--- src/rtl/mxu_pe_db_pkg.sv ---
// Shared MXU defaults: operand/accumulator widths and pipeline limits.
// Imported by every PE file so the array agrees on sizing.
package mxu_pe_db_pkg;

  localparam int MXU_DATA_W = 8;
  localparam int MXU_ACC_W  = 24;
  localparam int MXU_IDX_W  = 8;
  localparam int MXU_PIPE_MIN = 1;
  localparam int MXU_PIPE_MAX = 8;

endpackage

--- src/rtl/mxu_pe_db_mac.sv ---
// Combinational multiply-accumulate for one MXU PE.
// Signed/unsigned product plus partial sum, with optional clamp.
module mxu_pe_db_mac
  import mxu_pe_db_pkg::*;
#(
  parameter int DATA_W   = MXU_DATA_W,
  parameter int ACC_W    = MXU_ACC_W,
  parameter int SATURATE = 0
) (
  input  logic [DATA_W-1:0] a,
  input  logic [DATA_W-1:0] w,
  input  logic [ACC_W-1:0]  psum,
  input  logic              signed_mode,
  output logic [ACC_W-1:0]  sum,
  output logic              ovf
);

  localparam int PW  = 2 * DATA_W;
  localparam int PAD = ACC_W + 1 - PW;

  logic [PW-1:0] a_x;
  logic [PW-1:0] w_x;
  logic [PW-1:0] prod;
  logic [ACC_W:0] prod_x;
  logic [ACC_W:0] psum_x;
  logic [ACC_W:0] s;

  always_comb begin
    // low PW bits of the extended product are exact in both modes
    a_x = {{DATA_W{signed_mode & a[DATA_W-1]}}, a};
    w_x = {{DATA_W{signed_mode & w[DATA_W-1]}}, w};
    prod = a_x * w_x;
    prod_x = {{PAD{signed_mode & prod[PW-1]}}, prod};
    psum_x = {signed_mode & psum[ACC_W-1], psum};
    s = prod_x + psum_x;
    if (signed_mode) begin
      ovf = s[ACC_W] ^ s[ACC_W-1];
    end else begin
      ovf = s[ACC_W];
    end
    sum = s[ACC_W-1:0];
    if ((SATURATE != 0) && ovf) begin
      if (!signed_mode) begin
        sum = '1;
      end else if (s[ACC_W]) begin
        sum = {1'b1, {(ACC_W-1){1'b0}}};
      end else begin
        sum = {1'b0, {(ACC_W-1){1'b1}}};
      end
    end
  end

endmodule

--- src/rtl/mxu_pe_db.sv ---
// Weight-stationary MXU PE with double-buffered weights,
// daisy-chained load/swap bus and a PIPE_DEPTH-deep MAC pipeline.
module mxu_pe_db
  import mxu_pe_db_pkg::*;
#(
  parameter int Y_INDEX    = 0,
  parameter int DATA_W     = MXU_DATA_W,
  parameter int ACC_W      = MXU_ACC_W,
  parameter int IDX_W      = MXU_IDX_W,
  parameter int PIPE_DEPTH = 3,
  parameter int SATURATE   = 0
) (
  input  logic              clk,
  input  logic              rst_n,
  input  logic              signed_mode,
  input  logic              load_valid,
  input  logic [IDX_W-1:0]  load_target_y,
  input  logic [DATA_W-1:0] load_weight,
  input  logic              swap,
  input  logic              in_valid,
  input  logic [DATA_W-1:0] activation,
  input  logic [ACC_W-1:0]  partial_sum,
  output logic              load_valid_out,
  output logic [IDX_W-1:0]  load_target_y_out,
  output logic [DATA_W-1:0] load_weight_out,
  output logic              swap_out,
  output logic              act_valid_out,
  output logic [DATA_W-1:0] activation_out,
  output logic              out_valid,
  output logic [ACC_W-1:0]  result,
  output logic              overflow,
  output logic [DATA_W-1:0] active_weight
);

  logic              lv_q, lv_d;
  logic [IDX_W-1:0]  ly_q, ly_d;
  logic [DATA_W-1:0] lw_q, lw_d;
  logic              sw_q, sw_d;
  logic              av_q, av_d;
  logic [DATA_W-1:0] act_q, act_d;
  logic [DATA_W-1:0] shadow_q, shadow_d;
  logic [DATA_W-1:0] active_q, active_d;

  logic [PIPE_DEPTH-1:0] vld_q, vld_d;
  logic [PIPE_DEPTH-1:0] ovf_q, ovf_d;
  logic [ACC_W-1:0]      sum_q [PIPE_DEPTH];
  logic [ACC_W-1:0]      sum_d [PIPE_DEPTH];

  logic [ACC_W-1:0] mac_sum;
  logic             mac_ovf;
  logic             hit;

  mxu_pe_db_mac #(
    .DATA_W  (DATA_W),
    .ACC_W   (ACC_W),
    .SATURATE(SATURATE)
  ) u_mac (
    .a          (activation),
    .w          (active_q),
    .psum       (partial_sum),
    .signed_mode(signed_mode),
    .sum        (mac_sum),
    .ovf        (mac_ovf)
  );

  assign hit = load_valid
    && (load_target_y == IDX_W'(Y_INDEX));

  always_comb begin
    lv_d  = load_valid;
    ly_d  = load_target_y;
    lw_d  = load_weight;
    sw_d  = swap;
    av_d  = in_valid;
    act_d = activation;
    shadow_d = hit ? load_weight : shadow_q;
    active_d = swap ? shadow_q : active_q;
    vld_d[0] = in_valid;
    sum_d[0] = in_valid ? mac_sum : sum_q[0];
    ovf_d[0] = in_valid ? mac_ovf : ovf_q[0];
    // data only advances with a valid beat so bubbles keep the last result
    for (int i = 1; i < PIPE_DEPTH; i++) begin
      vld_d[i] = vld_q[i-1];
      sum_d[i] = vld_q[i-1] ? sum_q[i-1] : sum_q[i];
      ovf_d[i] = vld_q[i-1] ? ovf_q[i-1] : ovf_q[i];
    end
  end

  always_ff @(posedge clk or negedge rst_n) begin
    if (!rst_n) begin
      lv_q     <= 1'b0;
      ly_q     <= '0;
      lw_q     <= '0;
      sw_q     <= 1'b0;
      av_q     <= 1'b0;
      act_q    <= '0;
      shadow_q <= '0;
      active_q <= '0;
      vld_q    <= '0;
      ovf_q    <= '0;
      for (int i = 0; i < PIPE_DEPTH; i++) begin
        sum_q[i] <= '0;
      end
    end else begin
      lv_q     <= lv_d;
      ly_q     <= ly_d;
      lw_q     <= lw_d;
      sw_q     <= sw_d;
      av_q     <= av_d;
      act_q    <= act_d;
      shadow_q <= shadow_d;
      active_q <= active_d;
      vld_q    <= vld_d;
      ovf_q    <= ovf_d;
      for (int i = 0; i < PIPE_DEPTH; i++) begin
        sum_q[i] <= sum_d[i];
      end
    end
  end

  assign load_valid_out    = lv_q;
  assign load_target_y_out = ly_q;
  assign load_weight_out   = lw_q;
  assign swap_out          = sw_q;
  assign act_valid_out     = av_q;
  assign activation_out    = act_q;
  assign out_valid         = vld_q[PIPE_DEPTH-1];
  assign result            = sum_q[PIPE_DEPTH-1];
  assign overflow          = ovf_q[PIPE_DEPTH-1];
  assign active_weight     = active_q;

endmodule

--- config.mk ---
export PLATFORM = sky130hd
export DESIGN_NAME = mxu_pe_db
export DESIGN_NICKNAME = d
export VERILOG_FILES = /design/src/rtl/mxu_pe_db_pkg.sv /design/src/rtl/mxu_pe_db_mac.sv /design/src/rtl/mxu_pe_db.sv
export SDC_FILE = /design/constraint.sdc
export NUM_CORES = 1
export LEC_CHECK = 0
export CAP_MARGIN = 20
export CORE_ASPECT_RATIO = 1.4
export CORE_MARGIN = 2
export CORE_UTILIZATION = 55
export DETAILED_ROUTE_END_ITERATION = 16
export PLACE_DENSITY = 0.81
export SLEW_MARGIN = 10
export SYNTH_ARGS = -nofsm -noshare
export SYNTH_HDL_FRONTEND = slang
export SYNTH_HIERARCHICAL = 1
export SYNTH_SLANG_ARGS = --single-unit
--- constraint.sdc ---
create_clock -name clk -period 15.7 [get_ports clk]
set_input_delay 3.14 -clock clk [delete_from_list [all_inputs] [get_ports clk]]
set_output_delay 3.14 -clock clk [all_outputs]
set_load 0.005 [all_outputs]
==> metrics.cfg, run 1 <==
[cells_and_area]
n_fill_cell = 1024
antenna_cells = 0
num-nets-final = 974
drive_gt1_share_pct = 16.63
area_growth_pct = 21.26

[grt]
antenna_found_initial = 0
grt_max_degree = 81
grt-ovfl-total = 0
grt_pass1_vias = 6063
grt_pass1_wl_um = 29560
grtUsageTotal_pct = 24.06

[logic_synthesis]
yosys.cell_types.count = 53
syn_avg_cell_area_um2 = 11.62
syn_area_um2 = 8203
synth_fp_nets = 881
synthCells = 706
async_flop_share_pct = 100.0
synth_flop_cell = dfrtp_1
ys_seq_area_share_pct = 36.61
synth_warnings = 6
synthTopCellsByArea = dfrtp_1 (37%), fa_1 (16%), mux2_2 (12%), ha_1 (8.7%), inv_1 (3.8%)
yosys.area.top_type = dfrtp_1
synth_edf_count = 0
yosys.area.top_type_share_pct = 36.61
synth-seq-cells = 120

[worst_setup_path]
arrival_ns = 11.29
critical_path_class = input port to register
worstPathMaxFanout = 11
max_stage_delay_ns = 0.69
cp_num_buf_inv = 4
path_common_cell = fa_1
crit_required_ns = 15.99
critPathSlowestCell = clkdlybuf4s50_1
r2r_cells = 26
worstSetupEndpointType = register
cp_num_cells = 27
crit_family = adder cells
worst_setup_path_start_kind = input port

[cts]
cts_buffer_depth = 2
cts_resized = 0
postCtsSetupBuffers = 0
cts_root_buf = clkbuf_16
cts_tree = built
clk_latency_ns = 0.41
cts_hold_buffers = 0
htreeDepth = 4
clkSinkCount = 120
cts_made_buffers = 17
clk_pin_slew_ns = 0.06

[sta]
clock_skew_ns = 0.01239
max_slew.worst_pin.slew_ns = 1.030
drv_slew = 0
setup_tns_ns = 0
rsz0062_at_grt = no
max-slew-margin-rel_pct = 31.32
finalWorstSetupSlack_ns = 4.704
period_share_pct = 70.04
timing.final.crit_period_ns = 11.00
hold_viol = 0
fmax_mhz = 90.94
setup_viol = 0

[placed_design]
hpwl_um = 13360
io_buffers = 114
dp_slack_ns = 4.337
gp_routability_congestion = 0.9187

[hold_path]
hold_depth = 1
hp-class = register to register

[routing]
ant_nets = 0
via_per_inst = 5.548
routed_wirelength_um = 17990
dr.pass1.iters = 5
num_vias = 5554
drt-initial-drc-count = 240
drc = 0
drt-wirelength-per-cell_um = 17.97

[floorplan]
initial_core_util_pct = 56.54
placementRows = 52
core_area_um2 = 14510
pin_count = 115
die_w_um = 107.2
die_area_um2 = 15920
die_height_um = 148.5

[pwr]
vdd_drop_max_v = 0.0001013
p_per_area_nw_per_um2 = 116.9
power_uw = 1163
p_leak_uw = 0.004832

[flow_run]
max-cap-violations = 0

[run_status]
outcome = completed

## final timing paths
check	start	slack, ns	endpoint
min	sum_q[57]	0.50	sum_q[57]
max in group asynchronous	rst_n	11.62	activation_out[5]
max	signed_mode	4.70	ovf_q[0]
max reg2reg	active_weight[7]	7.45	ovf_q[0]
min reg2reg	sum_q[57]	0.50	sum_q[57]
min in group asynchronous	rst_n	2.70	activation_out[0]
## layer usage
layer  wire length (µm)  vias up  track usage, %
met3                707       49           4.382
met1               6861     2821           27.57
met2               9829      166           43.39
met4                592        0           10.65
li1                   -     2518               -
met5                  0        -               0
## cells in the mapped netlist, types with 2 or more instances
cell type and count:
and3_1 8, o21ai_0 7, and2_1 40, xor3_1 2, nand2_1 34, nand2b_1 3, nand3_1 10, buf_4 24
a211o_1 2, o211ai_1 3, o21bai_1 5, fa_1 64, ha_1 57, a21o_1 11, buf_2 6, a211oi_1 2
or2_2 3, dfrtp_1 120, clkbuf_1 13, xnor2_1 27, inv_1 83, nor2_1 20, nor2b_1 5, a21oi_1 21
nor3_1 8, o21a_1 4, xor2_1 8, mux2_2 91
## state kept, by name, summed over array words and instances (netlist names), 8 cells and up
register / cells
result: 24
load_weight_out: 8
activation_out: 8
active_weight: 8
shadow_q: 8
sum_q: 48
load_target_y_out: 8
## cells in the final DEF, fill, tap and decap left out, types with 2 or more instances in the layout
master	netlist	routed
nand3_1	10	10
clkinv_2	0	2
a21oi_1	21	21
clkbuf_1	13	2
o21bai_1	5	5
bufinv_16	0	2
nor2_1	20	20
a211o_1	2	2
nand2_1	34	34
inv_1	83	83
nor2b_1	5	5
and3_1	8	8
inv_6	0	3
o21a_1	4	4
a211oi_1	2	2
or2_2	3	3
clkinv_4	0	3
mux2_2	91	91
and2_1	40	40
xnor2_1	27	27
nor3_1	8	8
clkdlybuf4s50_1	0	113
clkbuf_16	0	17
nand2b_1	3	3
fa_1	64	64
dfrtp_1	120	120
clkinvlp_4	0	3
ha_1	57	57
o21ai_0	7	7
o211ai_1	3	3
xor2_1	8	8
a21o_1	11	11
buf_4	24	2
xor3_1	2	2
## cell families (layout without fill, tap and decap cells)
| group | Yosys count | after routing | share of synthesized area [%] |
|---|---|---|---|
| simple gates | 140 | 140 | 9.061 |
| buf+inv | 126 | 232 | 6.955 |
| fa+ha+maj | 121 | 121 | 24.31 |
| flops | 120 | 120 | 36.61 |
| mux | 91 | 91 | 12.49 |
| compound gates | 71 | 71 | 6.254 |
| xor+xnor | 37 | 37 | 4.317 |
## power by group
part           switching, µW  total [µW]  internal [µW]
combinational            143         339            196
sequential              50.2         443            393
clock                    146         380            235
total                    339        1160            824
## metrics by stage
stage / std cells / hold WS [ns] / instance area, µm² / util [%]
5_1_grt: 1001 / 0.5142 / 9947 / 68.56
6_report: 1001 / 0.4983 / 9947 / 68.56
4_1_cts: 999 / 0.5055 / 9905 / 68.26
3_5_place_dp: 967 / 0.4905 / 9326 / 64.28
3_3_place_gp: 967 / 0.4844 / 9326 / 64.28
2_1_floorplan: 706 / 0.3519 / 8203 / -
## area by class of cell
class	instances	area, µm²	area share [%]
Clock inverter	13	145.1	1.459
Inverter	83	311.5	3.132
Sequential cell	120	3003	30.19
Tap cell	189	236.5	2.377
Multi-Input combinational cell	460	4629	46.54
Timing Repair Buffer	117	1189	11.95
Clock buffer	19	432.9	4.352
Note: power is estimated with default switching activity, not from simulation.
==> run 2, diff against run 1 <==
- clock period: 15.7 -> 11.5 ns (I/O delays scaled with it)
==> run 2 against run 1 <==
Combinational power is 36% higher. Sequential cell count stayed put. Core utilization hardly changed. Wire length is 0.33% higher. Clock power is 37% higher. Final area hardly changed.
==> metrics.cfg, run 2 (synthesis results as in run 1) <==
[run_status]
outcome = completed

[cells_and_area]
regMostFlops = sum_q
antenna_cells = 0  ; unchanged
num-nets-final = 974  ; unchanged
largest_register_ffs = 48  ; unchanged
design_area_um2 = 9946  ; about the same
area_growth_pct = 21.25  ; about the same
layout_common_cells = dfrtp_1 (120), clkdlybuf4s50_1 (113), mux2_2 (91), inv_1 (83), fa_1 (64)
final_common_cell = dfrtp_1
drive_gt1_share_pct = 16.63  ; unchanged
n_fill_cell = 1018  ; -0.59%

[worst_setup_path]
crit_required_ns = 11.79  ; -4.20 ns
cp_num_buf_inv = 4  ; unchanged
path_common_cell = fa_1
critical_path_class = input port to register
max_stage_delay_ns = 0.70  ; about the same
worstPathMaxFanout = 11  ; unchanged
arrival_ns = 10.52  ; -0.77 ns
worst_setup_path_start_kind = input port
critPathSlowestCell = clkdlybuf4s50_1
crit_family = adder cells
worstSetupEndpointType = register

[sta]
max-slew-margin-rel_pct = 28.09  ; -3.2 points
rsz0062_at_grt = no
timing.final.crit_period_ns = 10.23
clock_skew_ns = 0.01125  ; -0.001144 ns
setup_tns_ns = 0  ; unchanged
setup_viol = 0  ; unchanged
period_share_pct = 88.94
drv_slew = 0  ; unchanged
hold_viol = 0  ; unchanged
fmax_mhz = 97.77
max_slew.worst_pin.slew_ns = 1.079  ; +0.04845 ns

[cts]
postCtsSetupBuffers = 0  ; unchanged
cts_resized = 0  ; unchanged
cts_buffer_depth = 2  ; unchanged
cts_hold_buffers = 0  ; unchanged
clkSinkCount = 120  ; unchanged
cts_tree = built
clk_latency_ns = 0.41  ; about the same
clk_pin_slew_ns = 0.06  ; about the same
cts_made_buffers = 17  ; unchanged
cts_root_buf = clkbuf_16
htreeDepth = 4  ; unchanged

[routing]
via_per_inst = 5.547  ; about the same
drt-initial-drc-count = 196  ; -18%
drt-wirelength-per-cell_um = 18.03  ; +0.33%
num_vias = 5553  ; -0.018%
ant_nets = 0  ; unchanged
routed_wirelength_um = 18050  ; +0.33%
dr.pass1.iters = 5  ; unchanged
drc = 0  ; unchanged

[placed_design]
io_buffers = 114  ; unchanged
gp_routability_congestion = 0.9187  ; unchanged
dpl_cell_area_um2 = 9326  ; unchanged
hpwl_um = 13290  ; -0.51%

[floorplan]
pin_count = 115  ; unchanged
core_area_um2 = 14510  ; unchanged
die_height_um = 148.5  ; unchanged
placementRows = 52  ; unchanged
initial_core_util_pct = 56.54  ; unchanged
die_area_um2 = 15920  ; unchanged
die_w_um = 107.2  ; unchanged

[grt]
antenna_found_initial = 0  ; unchanged
grt_pass1_wl_um = 29640  ; +0.26%
grt_pass1_vias = 6081  ; +0.30%
grt_max_degree = 81  ; unchanged
grt-ovfl-total = 0  ; unchanged
grtUsageTotal_pct = 24.10  ; +0.034 points

[pwr]
vdd_drop_max_v = 0.0001159  ; +14%
p_leak_uw = 0.004828  ; about the same
p_per_area_nw_per_um2 = 159.6  ; +37%
power_uw = 1587  ; +37%

[hold_path]
hp-class = register to register

[flow_run]
max-cap-violations = 0  ; unchanged

run 2: cell types whose count changed in the layout (fill, tap and decap cells not counted):
cell,previous run,this run
clkinv_4,3,1
clkinvlp_4,3,4
inv_6,3,4
run 2: final timing paths:
| check | endpoint | from | depth (start not counted) | slack (ns) |
|---|---|---|---|---|
| max in group asynchronous | load_weight_out[0] | rst_n | 3 | 8.63 |
| min in group asynchronous | result[10] | rst_n | 1 | 1.87 |
| setup / recovery | ovf_q[0] | signed_mode | 27 | 1.27 |
| setup reg to reg | ovf_q[0] | active_weight[7] | 26 | 3.19 |
| hold / removal | sum_q[67] | sum_q[67] | 1 | 0.50 |
| hold reg to reg | sum_q[67] | sum_q[67] | 1 | 0.50 |
run 2: per-stage QoR:
step	instances	setup slack, ns	util [%]	hold WS [ns]
6_report	1001	1.272	68.55	0.5014
5_1_grt	1001	0.9372	68.55	0.5147
4_1_cts	999	1.337	68.26	0.5039
3_5_place_dp	967	0.9736	64.28	0.4905
3_3_place_gp	967	1.299	64.28	0.4844
2_1_floorplan	706	2.128	-	0.3519
run 2: layer usage:
layer	wire, µm	share of wire (%)	track usage [%]	up-vias
li1	-	-	-	2511
met1	6999	39	28.19	2835
met2	9873	55	43.51	169
met3	697	3.9	3.812	38
met4	478	2.6	10.13	0
met5	0	0	0	-
run 2: power by group:
part / total [µW] / internal, µW / switching, µW
registers: 605 / 537 / 68.5
logic: 462 / 268 / 194
clock network: 520 / 321 / 199
total: 1590 / 1130 / 462
run 2: area by class of cell:
type / count / area (µm²) / area share [%]
inverters: 83 / 311.5 / 3.132
clock inverters: 13 / 143.9 / 1.447
clock buffers: 19 / 432.9 / 4.353
well taps: 189 / 236.5 / 2.378
multi-input cells: 460 / 4629 / 46.55
repair buffers: 117 / 1189 / 11.95
flip-flops and latches: 120 / 3003 / 30.19
